--- config.mk ---
export PLATFORM = sky130hd
export DESIGN_NAME = spi_xfer_arbiter
export DESIGN_NICKNAME = d
export VERILOG_FILES = /design/src/rtl/spi_xfer_arbiter_pkg.sv /design/src/rtl/spi_xfer_arbiter_rr_arb2.sv /design/src/rtl/spi_xfer_arbiter.sv
export SDC_FILE = /design/constraint.sdc
export NUM_CORES = 1
export LEC_CHECK = 0
export ABC_AREA = 0
export BUFFER_PORTS_ARGS = -buffer_cell sky130_fd_sc_hd__buf_2
export CAP_MARGIN = 5
export CORE_ASPECT_RATIO = 1.2
export CORE_UTILIZATION = 51
export CTS_BUF_LIST = sky130_fd_sc_hd__clkbuf_8 sky130_fd_sc_hd__clkbuf_16
export DETAILED_ROUTE_END_ITERATION = 12
export MAX_ROUTING_LAYER = met4
export PLACE_DENSITY = 0.8
export SYNTH_ARGS = -nofsm -noshare
export SYNTH_HDL_FRONTEND = slang
export SYNTH_HIERARCHICAL = 1
export SYNTH_SLANG_ARGS = --single-unit
--- constraint.sdc ---
create_clock -name clk_i -period 2.5 [get_ports clk_i]
set_input_delay 0.375 -clock clk_i [delete_from_list [all_inputs] [get_ports clk_i]]
set_output_delay 0.375 -clock clk_i [all_outputs]
set_load 0.005 [all_outputs]
--- src/rtl/spi_xfer_arbiter_pkg.sv ---
// Shared types and constants for the two-client SPI transaction arbiter.
package spi_xfer_arbiter_pkg;

   localparam int LEN_W  = 7;
   localparam int BYTE_W = 8;
   localparam int NREQ   = 2;
   localparam int IDX_W  = 8;

   typedef enum logic [2:0] {
      ST_IDLE     = 3'd0,
      ST_GRANT    = 3'd1,
      ST_LAUNCH   = 3'd2,
      ST_XFER     = 3'd3,
      ST_WAIT_END = 3'd4,
      ST_DONE     = 3'd5
   } state_t;

   function automatic logic [NREQ-1:0] client_onehot(input logic idx);
      return idx ? 2'b10 : 2'b01;
   endfunction

endpackage

--- src/rtl/spi_xfer_arbiter_rr_arb2.sv ---
// Two-way round-robin arbiter: when both request, the client that did not win last time is chosen.
module rr_arb2 (
   input  logic       i_clk,
   input  logic       i_rst,
   input  logic [1:0] i_req,
   input  logic       i_accept,
   input  logic       i_accept_idx,
   output logic       o_any,
   output logic       o_gnt_idx
);

   logic r_ptr;

   // Pointer holds the last accepted client; reset value 1 lets client 0 win the first contest.
   always_ff @(posedge i_clk) begin
      if (i_rst) begin
         r_ptr <= 1'b1;
      end else if (i_accept) begin
         r_ptr <= i_accept_idx;
      end else begin
         r_ptr <= r_ptr;
      end
   end

   always_comb begin
      o_any = |i_req;
      if (i_req == 2'b11) begin
         o_gnt_idx = ~r_ptr;
      end else if (i_req[1]) begin
         o_gnt_idx = 1'b1;
      end else begin
         o_gnt_idx = 1'b0;
      end
   end

endmodule

--- src/rtl/spi_xfer_arbiter.sv ---
// Shares one SPI master between two clients: grants whole transactions round-robin,
// streams write bytes from and read bytes to the granted client, and reports completion or timeout.
module spi_xfer_arbiter
   import spi_xfer_arbiter_pkg::*;
#(
   parameter int TIMEOUT_CYC = 60000
) (
   input  logic                     clk_i,
   input  logic                     rst_i,
   input  logic [NREQ-1:0]          req_valid_i,
   output logic [NREQ-1:0]          req_ready_o,
   input  logic [NREQ*BYTE_W-1:0]   req_cmd_i,
   input  logic [NREQ*BYTE_W-1:0]   req_addr_i,
   input  logic [NREQ*LEN_W-1:0]    req_len_i,
   input  logic [NREQ*BYTE_W-1:0]   wr_data_i,
   output logic [NREQ-1:0]          wr_pop_o,
   output logic [BYTE_W-1:0]        rd_data_o,
   output logic [NREQ-1:0]          rd_valid_o,
   output logic [NREQ-1:0]          done_o,
   output logic                     err_o,
   output logic                     busy_o,
   output logic                     m_en_o,
   output logic [BYTE_W-1:0]        m_cmd_o,
   output logic [BYTE_W-1:0]        m_addr_o,
   output logic [BYTE_W-1:0]        m_wdata_o,
   output logic [LEN_W-1:0]         m_num_o,
   input  logic [BYTE_W-1:0]        m_rdata_i,
   input  logic                     m_rdone_i,
   input  logic                     m_csn_i
);

   localparam int TMO_W = $clog2(TIMEOUT_CYC + 1);

   state_t              r_state;
   logic                r_gnt;
   logic [IDX_W-1:0]    r_idx;
   logic [TMO_W-1:0]    r_tmo;
   logic                r_wd_load;
   logic [NREQ-1:0]     r_req_ready;
   logic [NREQ-1:0]     r_rd_valid;
   logic [NREQ-1:0]     r_done;
   logic [BYTE_W-1:0]   r_rd_data;
   logic [BYTE_W-1:0]   r_m_cmd;
   logic [BYTE_W-1:0]   r_m_addr;
   logic [BYTE_W-1:0]   r_m_wdata;
   logic [LEN_W-1:0]    r_m_num;
   logic                r_err;
   logic                r_busy;
   logic                r_m_en;

   logic                w_arb_any;
   logic                w_arb_idx;
   logic [BYTE_W-1:0]   w_wd_sel;
   logic [BYTE_W-1:0]   w_cmd_sel;
   logic [BYTE_W-1:0]   w_addr_sel;
   logic [LEN_W-1:0]    w_len_sel;
   logic [IDX_W-1:0]    w_len_ext;
   logic                w_rdone_x;
   logic                w_pop_hit;
   logic                w_rd_hit;
   logic                w_last;
   logic                w_tmo_hit;

   rr_arb2 u_arb (
      .i_clk        (clk_i),
      .i_rst        (rst_i),
      .i_req        (req_valid_i),
      .i_accept     (r_state == ST_GRANT),
      .i_accept_idx (r_gnt),
      .o_any        (w_arb_any),
      .o_gnt_idx    (w_arb_idx)
   );

   assign w_wd_sel   = r_gnt ? wr_data_i[2*BYTE_W-1:BYTE_W]  : wr_data_i[BYTE_W-1:0];
   assign w_cmd_sel  = r_gnt ? req_cmd_i[2*BYTE_W-1:BYTE_W]  : req_cmd_i[BYTE_W-1:0];
   assign w_addr_sel = r_gnt ? req_addr_i[2*BYTE_W-1:BYTE_W] : req_addr_i[BYTE_W-1:0];
   assign w_len_sel  = r_gnt ? req_len_i[2*LEN_W-1:LEN_W]    : req_len_i[LEN_W-1:0];
   assign w_len_ext  = {1'b0, r_m_num};

   // idx 0 = cmd, 1 = addr, 2..len+1 = data; a pop at idx k feeds the byte for data slot k.
   assign w_rdone_x = (r_state == ST_XFER) && m_rdone_i;
   assign w_pop_hit = w_rdone_x && (r_idx >= 8'd1) && (r_idx <= w_len_ext);
   assign w_rd_hit  = w_rdone_x && (r_idx >= 8'd2);
   assign w_last    = w_rdone_x && (r_idx == (w_len_ext + 8'd1));
   assign w_tmo_hit = (r_tmo == TMO_W'(TIMEOUT_CYC - 1));

   assign wr_pop_o    = (w_pop_hit && !rst_i) ? client_onehot(r_gnt) : 2'b00;
   assign req_ready_o = r_req_ready;
   assign rd_data_o   = r_rd_data;
   assign rd_valid_o  = r_rd_valid;
   assign done_o      = r_done;
   assign err_o       = r_err;
   assign busy_o      = r_busy;
   assign m_en_o      = r_m_en;
   assign m_cmd_o     = r_m_cmd;
   assign m_addr_o    = r_m_addr;
   assign m_wdata_o   = r_m_wdata;
   assign m_num_o     = r_m_num;

   // Transaction FSM with byte index, timeout counter and all registered outputs.
   always_ff @(posedge clk_i) begin
      if (rst_i) begin
         r_state     <= ST_IDLE;
         r_gnt       <= 1'b0;
         r_idx       <= 8'd0;
         r_tmo       <= '0;
         r_wd_load   <= 1'b0;
         r_req_ready <= 2'b00;
         r_rd_valid  <= 2'b00;
         r_done      <= 2'b00;
         r_rd_data   <= 8'h00;
         r_m_cmd     <= 8'h00;
         r_m_addr    <= 8'h00;
         r_m_wdata   <= 8'h00;
         r_m_num     <= 7'd0;
         r_err       <= 1'b0;
         r_busy      <= 1'b0;
         r_m_en      <= 1'b0;
      end else begin
         r_req_ready <= 2'b00;
         r_rd_valid  <= 2'b00;
         r_done      <= 2'b00;
         r_m_en      <= 1'b0;
         r_wd_load   <= w_pop_hit;

         // The client FIFO head only advances after the pop edge, so reload one cycle late.
         if (r_wd_load) begin
            r_m_wdata <= w_wd_sel;
         end
         if (w_rd_hit) begin
            r_rd_data  <= m_rdata_i;
            r_rd_valid <= client_onehot(r_gnt);
         end

         case (r_state)
            ST_IDLE: begin
               r_err <= 1'b0;
               if (w_arb_any && m_csn_i) begin
                  r_gnt       <= w_arb_idx;
                  r_req_ready <= client_onehot(w_arb_idx);
                  r_busy      <= 1'b1;
                  r_state     <= ST_GRANT;
               end
            end
            ST_GRANT: begin
               r_m_cmd   <= w_cmd_sel;
               r_m_addr  <= w_addr_sel;
               r_m_num   <= w_len_sel;
               r_m_wdata <= (w_len_sel == 7'd0) ? 8'h00 : w_wd_sel;
               r_m_en    <= 1'b1;
               r_state   <= ST_LAUNCH;
            end
            ST_LAUNCH: begin
               r_idx   <= 8'd0;
               r_tmo   <= TMO_W'(1);
               r_state <= ST_XFER;
            end
            ST_XFER: begin
               r_tmo <= r_tmo + TMO_W'(1);
               if (w_tmo_hit) begin
                  r_done  <= client_onehot(r_gnt);
                  r_err   <= 1'b1;
                  r_state <= ST_DONE;
               end else if (m_rdone_i) begin
                  r_idx <= r_idx + 8'd1;
                  if (w_last) begin
                     r_state <= ST_WAIT_END;
                  end
               end
            end
            ST_WAIT_END: begin
               r_tmo <= r_tmo + TMO_W'(1);
               if (m_csn_i) begin
                  r_done  <= client_onehot(r_gnt);
                  r_state <= ST_DONE;
               end else if (w_tmo_hit) begin
                  r_done  <= client_onehot(r_gnt);
                  r_err   <= 1'b1;
                  r_state <= ST_DONE;
               end
            end
            ST_DONE: begin
               r_busy  <= 1'b0;
               r_err   <= 1'b0;
               r_state <= ST_IDLE;
            end
            default: begin
               r_state <= ST_IDLE;
            end
         endcase
      end
   end

endmodule

==> results of run 1 <==
==> tightest hold or removal path, stage by stage <==
cell	delay, ns
sky130_fd_sc_hd__buf_2	0.08
sky130_fd_sc_hd__mux2i_1	0.05
sky130_fd_sc_hd__nor2_1	0.07
==> power breakdown <==
part / switching [mW] / leakage (nW) / internal [mW] / total, mW
Combinational: 0.846 / 1.33 / 0.670 / 1.52
Sequential: 0.185 / 0.637 / 1.47 / 1.65
Clock: 0.489 / 0.110 / 0.567 / 1.06
==> state kept, by name, indices dropped and copies added (netlist names) <==
| signal | flops |
|---|---|
| m_cmd_o | 8 |
| u_arb/r_ptr | 1 |
| busy_o | 1 |
| r_idx | 8 |
| m_num_o | 7 |
| done_o | 2 |
| err_o | 1 |
| m_addr_o | 8 |
| r_gnt | 1 |
| r_state | 3 |
| req_ready_o | 2 |
| m_wdata_o | 8 |
| rd_data_o | 8 |
| rd_valid_o | 2 |
| m_en_o | 1 |
| r_wd_load | 1 |
| r_tmo | 16 |
==> routing by layer <==
layer	GRT usage, %	vias up	part of all wire, %
li1	-	1909	-
met1	28.47	1751	43
met2	44.58	124	49
met3	4.066	32	4.0
met4	14.59	0	4.1
met5	-	-	0
==> path summary, 6_finish.rpt <==
path,slack [ns],to,startpoint
worst min-delay path,0.26,rd_data_o[6]$_SDFFE_PP0P_,m_rdata_i[6]
worst min register to register,0.49,r_tmo[15]$_SDFFE_PP0P_,r_tmo[15]$_SDFFE_PP0P_
worst max-delay path,0.006,wr_pop_o[1],m_num_o[1]$_SDFFE_PP0P_
worst max register to register,0.17,r_state[0]$_SDFFE_PP0P_,m_num_o[1]$_SDFFE_PP0P_
==> cell families (layout without fill, tap and decap cells) <==
family | count (synthesis) | after routing
AND/OR/NAND/NOR | 190 | 190
AO/OA/AOI/OAI | 85 | 85
flip-flops | 78 | 78
multiplexers | 45 | 45
buffers and inverters | 38 | 168
adder cells (fa/ha/maj) | 13 | 13
XOR/XNOR | 13 | 13
==> per-stage QoR <==
stage                     worst slack (ns)  instance area, um^2  cells   TNS, ns
after global placement              0.2375                 4733    668         0
after floorplan                     0.2538                 4024    462         0
after CTS                         -0.04508                 4985    684  -0.04508
final                             0.006346                 5002    684         0
after global routing               -0.1380                 5002    684   -0.2251
after detailed placement            0.1809                 4733    668         0
==> cell usage after synthesis, types with 2 or more instances <==
master	count	area, um^2
sky130_fd_sc_hd__nand3_1	18	90.09
sky130_fd_sc_hd__mux2i_1	40	400.4
sky130_fd_sc_hd__or3_1	3	18.77
sky130_fd_sc_hd__ha_1	13	162.7
sky130_fd_sc_hd__mux2_2	4	45.04
sky130_fd_sc_hd__a22oi_1	2	15.01
sky130_fd_sc_hd__nor4b_1	3	26.28
sky130_fd_sc_hd__nor3b_1	5	37.54
sky130_fd_sc_hd__nor4_1	5	31.28
sky130_fd_sc_hd__nor2b_1	4	25.02
sky130_fd_sc_hd__buf_6	4	45.04
sky130_fd_sc_hd__or2_2	2	12.51
sky130_fd_sc_hd__inv_1	13	48.80
sky130_fd_sc_hd__nand2_1	22	82.58
sky130_fd_sc_hd__o211ai_1	3	22.52
sky130_fd_sc_hd__nor2_1	82	307.8
sky130_fd_sc_hd__buf_2	3	15.01
sky130_fd_sc_hd__nand4_1	6	37.54
sky130_fd_sc_hd__a21boi_0	2	15.01
sky130_fd_sc_hd__nand4b_1	4	35.03
sky130_fd_sc_hd__a311oi_1	2	17.52
sky130_fd_sc_hd__o21ai_0	5	25.02
sky130_fd_sc_hd__and3_1	5	31.28
sky130_fd_sc_hd__dfxtp_1	78	1562
sky130_fd_sc_hd__clkbuf_1	12	45.04
sky130_fd_sc_hd__xor2_1	6	52.55
sky130_fd_sc_hd__o21a_1	5	37.54
sky130_fd_sc_hd__nor3_1	13	65.06
sky130_fd_sc_hd__a211oi_1	25	187.7
sky130_fd_sc_hd__or3b_2	2	17.52
sky130_fd_sc_hd__nand3b_1	4	30.03
sky130_fd_sc_hd__a31oi_1	5	31.28
sky130_fd_sc_hd__a21oi_1	28	140.1
sky130_fd_sc_hd__xnor2_1	7	61.31
sky130_fd_sc_hd__buf_1	4	15.01
sky130_fd_sc_hd__nand2b_1	2	12.51
==> final cells by class <==
type,instances,area (um^2)
tap,92,115.1
fill,602,2661
clock buffer,9,123.9
timing repair buffer,140,738.2
sequential,78,1572
clock inverter,6,95.09
multi-input combinational,346,2310
inverter,13,48.80
==> what timing repair did <==
action	in CTS	in global routing
setup endpoints to repair	2	4
hold buffers	0	0
pin swaps	6	2
buffers inserted	1	0
gates resized for setup	11	2
==> impl_metrics.tcl, run 1 <==
set metrics [dict create \
    async_flop_share_pct 0 \
    ant_nets 0 \
    grt_max_degree 74 \
    initial_utilization_pct 52.51 \
    cts.sink_count 78 \
    post_synth_fa_ha_maj_area_fraction_pct 4.042 \
    synth_enable_flop_cells 0 \
    synthesis.yosys.warnings 6 \
    synthesis.area_per_instance_um2 8.710 \
    finalCriticalPeriod_ns 2.494 \
    timing.setup.critical_path_class "reg2out" \
    via_count 3816 \
    dominantRegCellSynth "sky130_fd_sc_hd__dfxtp_1" \
    total_power_mw 4.222 \
    leading_cell_type_in_the_layout_fill_and_taps_excluded "sky130_fd_sc_hd__buf_2" \
    post-dp-hpwl_mm 7.511 \
    grt.total_usage_pct 25.85 \
    fmax_mhz 401.0 \
    place.port_buffers 125 \
    peakVddDrop_mv 0.5598 \
    fp.coreArea_um2 7664 \
    cp_num_buf_inv 2 \
    ios 126 \
    muxShareOfSynthArea_pct 11.44 \
    final_cell_mix "sky130_fd_sc_hd__buf_2 (125), sky130_fd_sc_hd__nor2_1 (82), sky130_fd_sc_hd__dfxtp_1 (72)" \
    power_density_nw_per_um2 844.0 \
    initial_antenna_violation_count 0 \
    crit_fanout 3 \
    cellLeakagePower_nw 2.080 \
    cp_data_arrival_time_ns 2.12 \
    final-max-slew-violation-count 0 \
    setup.worst_path.end_class "output port" \
    number_of_global_route_vias_before_repair 3755 \
    setup_crit_start_kind "flip-flop" \
    synthXorXnorAreaFrac_pct 2.830 \
    synth_area_um2 4024 \
    cp_cell_sequence "inv_2 -> ha_4 -> nor2b_1 -> o21a_1 -> o21a_1 -> o211ai_1 -> a21boi_1 -> o21a_1 -> nor3b_2 -> buf_2" \
    post_synthesis_simple_gate_area_fraction_pct 23.97 \
    worst_path_most_repeated_cell "sky130_fd_sc_hd__o21a_1" \
    dieWidth_um 83.09 \
    tightestPinTransition_ns 1.015 \
    clock_latency_ns 0.35 \
    clockRootBuffer "sky130_fd_sc_hd__clkbuf_8" \
    drt-wirelength-per-cell_um 14.76 \
    timing.clock.skew_ns 0.01134 \
    nets 677 \
    clkTransAtPathRegs_ns 0.09 \
    flow.area_growth_from_synthesis_pct 24.32 \
    cts_tree "built" \
    fp-row-count 35 \
    gp_congestion 0.8429 \
    synth_instances 462 \
    synth_top_family_by_area "simple AND/OR/NAND/NOR gates" \
    postSynthNetCount 551 \
    drt-total-wl_mm 10.10 \
    grt_first_pass_wirelength_mm 16.85 \
    worstSetupPathDepth 10 \
    drt_drc_violations_left 0 \
    required_ns 2.12 \
    htree_levels 3 \
    compound_cell_area_share_of_the_yosys_netlist_pct 14.27 \
    num_antenna_cells 0 \
    yosys.cell_types.count 57 \
    routed_via_density 5.579 \
    critical_path.top_delay_family "compound AO/OA/AOI/OAI gates" \
    min_path_type "in2reg" \
    worstRegToRegCells 9 \
    slowest_stage "sky130_fd_sc_hd__dfxtp_2" \
    die_height_um 99.30 \
    seq_area_frac_synth_pct 38.81 \
    die-area_um2 8250 \
    run_status "completed" \
    clock_tree.buffer_depth 2 \
    initialDrtViolationCount 191 \
    setup_viol_count_final 0 \
    relative_slew_margins_pct 32.07 \
    timing.max_cap.violations 0 \
    layout-drive-gt1-share_pct 31.25 \
    rsz0062_at_grt "yes" \
    whs_ns 0.2573 \
    utilization_pct 65.27 \
    max_stage_delay_ns 0.35 \
    overflow 0 \
    cts_made_buffers 9 \
    drt_first_pass_iters 4 \
    timing.final.hold_violations 0 \
    finalCritPeriodShare_pct 99.75 \
    synth_seq_cells 78 \
    hold_depth 3 \
]
Power figures use the tool's default switching activity.
==> run 2, diff against run 1 <==
--- a/config.mk
+++ b/config.mk
@@ -9,12 +9,11 @@
 export BUFFER_PORTS_ARGS = -buffer_cell sky130_fd_sc_hd__buf_2
 export CAP_MARGIN = 5
 export CORE_ASPECT_RATIO = 1.2
-export CORE_UTILIZATION = 51
+export CORE_UTILIZATION = 52
 export CTS_BUF_LIST = sky130_fd_sc_hd__clkbuf_8 sky130_fd_sc_hd__clkbuf_16
 export DETAILED_ROUTE_END_ITERATION = 12
 export MAX_ROUTING_LAYER = met4
-export PLACE_DENSITY = 0.8
+export PLACE_DENSITY = 0.81
 export SYNTH_ARGS = -nofsm -noshare
 export SYNTH_HDL_FRONTEND = slang
-export SYNTH_HIERARCHICAL = 1
 export SYNTH_SLANG_ARGS = --single-unit
==> run 2 against run 1 <==
Effect of this change:
- the run now ends with DRC left
- clock skew is 0.0037 ns lower
- synthesized area is 4.2% higher
- total power is 3.4% higher
- combinational power is 12% higher
- die area is 2.1% higher
- final cell count is 0.29% higher
- routed wire length is 5.9% higher
- hold slack better by 0.011 ns
- final area is 1.9% higher
- critical endpoint unchanged
- largest cell class unchanged
- largest power group is now combinational logic
==> impl_metrics.tcl, run 2 <==
set metrics [dict create \
    drt_first_pass_iters 9 \
    yosysTopAreaCell "sky130_fd_sc_hd__dfxtp_1" \
    gp_congestion 0.9107 \
    drt_drc_violations_left 16 \
    via_count 3982 \
    switching_share_pct 37.57 \
    yosys.cell_types.count 63 \
    fp.coreArea_um2 7751 \
    grt_first_pass_wirelength_mm 17.37 \
    initialDrtViolationCount 250 \
    relative_slew_margins_pct 48.41 \
    cp_data_arrival_time_ns 2.03 \
    crit_fanout 7 \
    run_status "complete, but fails checks" \
    synth.cells.most_frequent "sky130_fd_sc_hd__nor2_1 (79), sky130_fd_sc_hd__dfxtp_1 (78), sky130_fd_sc_hd__mux2i_1 (40), sky130_fd_sc_hd__a21oi_1 (27)" \
    postSynthNetCount 561 \
    overflow 0 \
    synth_area_um2 4192 \
    post_dp_cell_area_um2 4815 \
    synthesis.yosys.warnings 0 \
    htree_levels 3 \
    synth_instances 472 \
    rsz0062_at_grt "yes" \
    layout-drive-gt1-share_pct 31.87 \
    cp_cell_sequence "ha_1 -> and4_1 -> nand4_1 -> nand2_1 -> o311ai_1 -> nor3b_2 -> buf_2" \
    fmax_mhz 415.6 \
    fp-row-count 35 \
    final-max-slew-violation-count 0 \
    synthesis.area_per_instance_um2 8.880 \
    timing.final.hold_violations 0 \
    timing.clock.skew_ns 0.007679 \
    utilization_pct 65.73 \
    flow.area_growth_from_synthesis_pct 21.55 \
    initial_antenna_violation_count 0 \
    cp_num_buf_inv 1 \
    clkTransAtPathRegs_ns 0.08 \
    seq_area_frac_synth_pct 37.25 \
    setup_viol_count_final 0 \
    die_height_um 100.4 \
    initial_utilization_pct 54.08 \
    grt_max_degree 75 \
    cts.sink_count 78 \
    drt-wirelength-per-cell_um 15.59 \
    largest_register_ff_count 16 \
    cellLeakagePower_nw 2.090 \
    ant_nets 0 \
    power.share.clock_pct 22.6 \
    nets 677 \
    dominantRegCellSynth "sky130_fd_sc_hd__dfxtp_1" \
    drt-total-wl_mm 10.70 \
    top_register "r_tmo" \
    setup.worst_path.end_class "output port" \
    max_stage_delay_ns 0.41 \
    synth_top_cell_area_share_pct 37.25 \
    clock_latency_ns 0.34 \
    leading_cell_type_in_the_layout_fill_and_taps_excluded "sky130_fd_sc_hd__buf_2" \
    min_path_type "in2reg" \
    ios 126 \
    timing.max_cap.violations 0 \
    routed_via_density 5.805 \
    finalCritPeriodShare_pct 96.25 \
    grt.total_usage_pct 26.70 \
    place.port_buffers 125 \
    post-dp-hpwl_mm 7.673 \
    die-area_um2 8425 \
    cts_made_buffers 9 \
    setup_crit_start_kind "flip-flop" \
    critical_path.top_delay_family "simple AND/OR/NAND/NOR gates" \
    synth_seq_cells 78 \
    power.switching_mw 1.641 \
    final_cell_mix "sky130_fd_sc_hd__buf_2 (125), sky130_fd_sc_hd__nor2_1 (79), sky130_fd_sc_hd__dfxtp_1 (72)" \
    combPwrFrac_pct 39.1 \
    clock_tree.buffer_depth 2 \
    async_flop_share_pct 0 \
    clockRootBuffer "sky130_fd_sc_hd__clkbuf_8" \
    dieWidth_um 83.96 \
    slowest_stage "sky130_fd_sc_hd__dfxtp_1" \
    timing.setup.critical_path_class "reg2out" \
    required_ns 2.12 \
    synth_area_leaders "sky130_fd_sc_hd__dfxtp_1 (37%), sky130_fd_sc_hd__mux2i_1 (9.6%), sky130_fd_sc_hd__nor2_1 (7.1%)" \
    post_route_standard_cell_area_excluding_fillers_um2 5095 \
    p_seq_share_pct 38.2 \
    peakVddDrop_mv 0.4270 \
    finalCriticalPeriod_ns 2.406 \
    synth_enable_flop_cells 0 \
    total_power_mw 4.366 \
    yosysMostFrequentCell "sky130_fd_sc_hd__nor2_1" \
    failed_checks "DRC" \
    cts_tree "built" \
    number_of_global_route_vias_before_repair 3773 \
    tightestPinTransition_ns 0.7739 \
    internal-power_mw 2.726 \
    power_density_nw_per_um2 857.0 \
]
## run 2: cell count changes after synthesis, sizes merged, moves of 3 or more
cell,before,now
nand3,18,13
nand2,22,26
o21ai,5,10
nand3b,4,1
nor2,83,80
clkbuf,12,18
nor3b,5,9
xnor2,7,10
## run 2: area by class of cell
cell class / instances / area (um^2)
diodes: 1 / 2.502
clock buffers: 11 / 151.4
clock inverters: 5 / 56.30
fillers: 621 / 2656
inverters: 13 / 48.80
multi-input cells: 350 / 2421
flip-flops and latches: 78 / 1579
well taps: 92 / 115.1
repair buffers: 136 / 720.7
## run 2: power by group through the flow
| stage | combinational [mW] | sequential, mW | clock (mW) |
|---|---|---|---|
| after CTS | 1.66 | 1.65 | 1.00 |
| after global routing | 1.88 | 1.70 | 1.06 |
| final | 1.71 | 1.67 | 0.989 |
| after detailed placement | 1.59 | 1.68 | 0 |
| after floorplan | 1.13 | 1.65 | 0 |
| after global placement | 1.54 | 1.66 | 0 |
## run 2: repair_timing
item,CTS,global route
buffers inserted,2,0
pin swaps,3,2
gates resized for setup,6,11
hold buffers,0,0
setup endpoints to repair,2,3
hold endpoints to repair,0,0
## run 2: final timing paths
path                               endpoint  depth (start not counted)  slack, ns               startpoint
setup reg to reg    r_state[2]$_SDFFE_PP0P_                          8       0.29  m_num_o[1]$_SDFFE_PP0P_
setup / recovery                wr_pop_o[1]                          7       0.09    r_idx[4]$_SDFFE_PP0P_
hold reg to reg       r_tmo[1]$_SDFFE_PP0P_                          2       0.49    r_tmo[1]$_SDFFE_PP0P_
hold / removal    rd_data_o[2]$_SDFFE_PP0P_                          3       0.27             m_rdata_i[2]
## run 2: kinds of logic after synthesis
group                    count (synthesis)  synth area share, %
AO/OA/AOI/OAI                           92                15.58
AND/OR/NAND/NOR                        185                23.13
multiplexers                            46                11.16
XOR/XNOR                                14                2.925
flip-flops                              78                37.25
buffers and inverters                   44                6.060
adder cells (fa/ha/maj)                 13                3.881
## run 2: per-layer routing
metal | share of wire (%) | vias to the layer above | track usage, %
met1 | 42 | 1869 | 30.74
met2 | 51 | 166 | 45.08
li1 | - | 1925 | -
met5 | 0 | - | -
met3 | 5.5 | 22 | 5.428
met4 | 2.2 | 0 | 11.94
## run 2: stage by stage
step                      setup WS (ns)  hold slack, ns  setup TNS [ns]  std cells
final                           0.09382          0.2680               0        686
after CTS                      0.009698          0.2545               0        685
after global routing           -0.02808          0.2447        -0.04133        685
after floorplan                  0.4678          0.4603               0        472
after global placement           0.3394          0.4602               0        667
after detailed placement         0.2912          0.4741               0        667
## run 2: worst min-delay path: cells and delay by family
| kind | cells | cell delay [ns] |
|---|---|---|
| simple gates | 1 | 0.07 |
| mux | 1 | 0.06 |
| buf+inv | 1 | 0.07 |
==> run 3, diff against run 2 <==
--- a/config.mk
+++ b/config.mk
@@ -6,14 +6,14 @@
 export NUM_CORES = 1
 export LEC_CHECK = 0
 export ABC_AREA = 0
-export BUFFER_PORTS_ARGS = -buffer_cell sky130_fd_sc_hd__buf_2
 export CAP_MARGIN = 5
 export CORE_ASPECT_RATIO = 1.2
-export CORE_UTILIZATION = 52
+export CORE_UTILIZATION = 64
 export CTS_BUF_LIST = sky130_fd_sc_hd__clkbuf_8 sky130_fd_sc_hd__clkbuf_16
 export DETAILED_ROUTE_END_ITERATION = 12
+export DONT_BUFFER_PORTS = 1
 export MAX_ROUTING_LAYER = met4
-export PLACE_DENSITY = 0.81
+export PLACE_DENSITY = 0.8
 export SYNTH_ARGS = -nofsm -noshare
 export SYNTH_HDL_FRONTEND = slang
 export SYNTH_SLANG_ARGS = --single-unit
==> run 3 against run 2 <==
Effect of this change:
- the run now ends clean
- non-clock buffer count is 126 lower
- register-to-register slack worse by 0.06 ns
- via count is 13% lower
- clock-buffer cell count is 1 lower
- setup slack better by 0.022 ns
- critical endpoint unchanged
- clock skew is 0.0034 ns higher
- die area is 18% lower
==> impl_metrics.tcl, run 3 (synthesis gave the netlist of run 2 again) <==
set metrics [dict create \
    gp_congestion 0.8528 \
    dieWidth_um 75.88 \
    rrSetupSlack_ns 0.23 \
    post_route_standard_cell_area_excluding_fillers_um2 4390 \
    tightestPinTransition_ns 0.6371 \
    power_density_nw_per_um2 901.0 \
    relative_slew_margins_pct 57.48 \
    fp.coreArea_um2 6167 \
    top_register "r_tmo" \
    grt_first_pass_wirelength_mm 15.37 \
    die_height_um 90.65 \
    run_status "completed" \
    cp_data_arrival_time_ns 2.01 \
    hold_depth 1 \
    final-max-slew-violation-count 0 \
    nets 551 \
    worstSetupStartpoint "m_num_o[1]$_SDFFE_PP0P_" \
    ant_nets 0 \
    finalCritPeriodShare_pct 95.38 \
    initial_antenna_violation_count 0 \
    timing.setup.critical_path_class "reg2out" \
    post-dp-hpwl_mm 6.820 \
    drt_drc_violations_left 0 \
    cts_tree "built" \
    routed_via_density 6.308 \
    drt-total-wl_mm 9.429 \
    fmax_mhz 419.4 \
    fp-row-count 31 \
    clockRootBuffer "sky130_fd_sc_hd__clkbuf_8" \
    drt-wirelength-per-cell_um 17.17 \
    crit-reg2reg-capture "r_state[2]$_SDFFE_PP0P_" \
    die-area_um2 6878 \
    post_layout_nonfiller_instances 549 \
    numPlacedInstances 533 \
    crit_fanout 6 \
    post_dp_cell_area_um2 4172 \
    crit_end "wr_pop_o[1]" \
    timing.setup.tns_ns 0 \
    min_from "rst_i" \
    largest_register_ff_count 16 \
    clkTransAtPathRegs_ns 0.09 \
    flow.area_growth_from_synthesis_pct 4.746 \
    peakVddDrop_mv 0.6307 \
    leading_cell_type_in_the_layout_fill_and_taps_excluded "sky130_fd_sc_hd__nor2_1" \
    number_of_global_route_vias_before_repair 3370 \
    setup.worst_path.end_class "output port" \
    finalCriticalPeriod_ns 2.385 \
    cts_made_buffers 9 \
    drt_first_pass_iters 4 \
    clock_latency_ns 0.36 \
    cts.sink_count 78 \
    ios 126 \
    setup_viol_count_final 0 \
    place.port_buffers 0 \
    holdBufCountCts 0 \
    layout-drive-gt1-share_pct 12.63 \
    grt.total_usage_pct 29.88 \
    timing.clock.skew_ns 0.01109 \
    grt_max_degree 76 \
    required_ns 2.12 \
    worstRegToRegCells 7 \
    whs_ns 0.08139 \
    min_path_type "in2reg" \
    htree_levels 3 \
    timing.final.hold_violations 0 \
    final_cell_mix "sky130_fd_sc_hd__nor2_1 (79), sky130_fd_sc_hd__dfxtp_1 (75), sky130_fd_sc_hd__mux2i_1 (40)" \
    clock_tree.buffer_depth 2 \
    via_count 3463 \
    setup_crit_start_kind "flip-flop" \
    initialDrtViolationCount 345 \
    r2r_start "m_num_o[0]$_SDFFE_PP0P_" \
    timing.max_cap.violations 0 \
    cellLeakagePower_nw 1.502 \
    initial_utilization_pct 67.97 \
    overflow 0 \
    num_antenna_cells 0 \
]
[run 3: cell count changes in the layout (fill, tap and decap cells not counted)]
cell,delta
sky130_fd_sc_hd__buf_12,-1
sky130_fd_sc_hd__inv_6,+3
sky130_fd_sc_hd__dfxtp_1,+3
sky130_fd_sc_hd__clkbuf_8,-1
sky130_fd_sc_hd__diode_2,-1
sky130_fd_sc_hd__buf_2,-125
sky130_fd_sc_hd__dfxtp_4,-3
sky130_fd_sc_hd__clkinv_2,-2
sky130_fd_sc_hd__inv_1,+1
sky130_fd_sc_hd__a2111oi_4,-1
sky130_fd_sc_hd__bufinv_16,-1
sky130_fd_sc_hd__a2111oi_2,+1
sky130_fd_sc_hd__clkinvlp_4,+1
sky130_fd_sc_hd__inv_2,-1
[run 3: worst min path at each step]
stage                               endpoint
floorplan              r_tmo[1]$_SDFFE_PP0P_
global placement       r_idx[2]$_SDFFE_PP0P_
detailed placement       busy_o$_SDFFE_PP0P_
CTS                  m_num_o[1]$_SDFFE_PP0P_
global route             busy_o$_SDFFE_PP0P_
finish              rd_valid_o[1]$_SDFF_PP0_
[run 3: layout make-up]
class | instances | area, um^2
clock buffer | 10 | 137.6
clock inverter | 6 | 50.05
fill | 457 | 1777
inverter | 13 | 48.80
multi-input combinational | 350 | 2409
sequential | 78 | 1568
tap | 82 | 102.6
timing repair buffer | 10 | 75.07
[run 3: per-layer routing]
layer	global-route usage, %	wire [um]
met5	-	0
met4	16.98	313
met3	6.808	671
met2	45.43	4504
met1	35.50	3939
[run 3: worst max-delay path: stages (launching register included)]
cell,delay (ns)
sky130_fd_sc_hd__dfxtp_4,0.40
sky130_fd_sc_hd__inv_2,0.05
sky130_fd_sc_hd__ha_4,0.21
sky130_fd_sc_hd__nor2b_1,0.13
sky130_fd_sc_hd__o21a_1,0.16
sky130_fd_sc_hd__o21a_1,0.17
sky130_fd_sc_hd__o211ai_1,0.22
sky130_fd_sc_hd__a21oi_2,0.13
sky130_fd_sc_hd__nor3b_2,0.19
[run 3: per-stage QoR]
| step | util (%) | power, mW | setup WS, ns |
|---|---|---|---|
| after floorplan | - | 2.783 | 0.4678 |
| after global placement | 67.64 | 2.957 | 0.2966 |
| final | 71.19 | 3.956 | 0.1154 |
| after CTS | 70.85 | 3.937 | 0.02604 |
| after global routing | 71.19 | 4.215 | -0.02667 |
| after detailed placement | 67.64 | 3.021 | 0.2697 |
[run 3: where the power goes]
part / switching [mW] / total, mW / internal [mW]
logic: 0.791 / 1.33 / 0.536
registers: 0.244 / 1.72 / 1.47
clock network: 0.510 / 0.912 / 0.402
[run 3: repair_timing]
action                     CTS  global route
gates cloned                 0             0
pin swaps                    1             5
buffers inserted             0             0
setup endpoints to repair    2             2
gates resized for setup      4             5
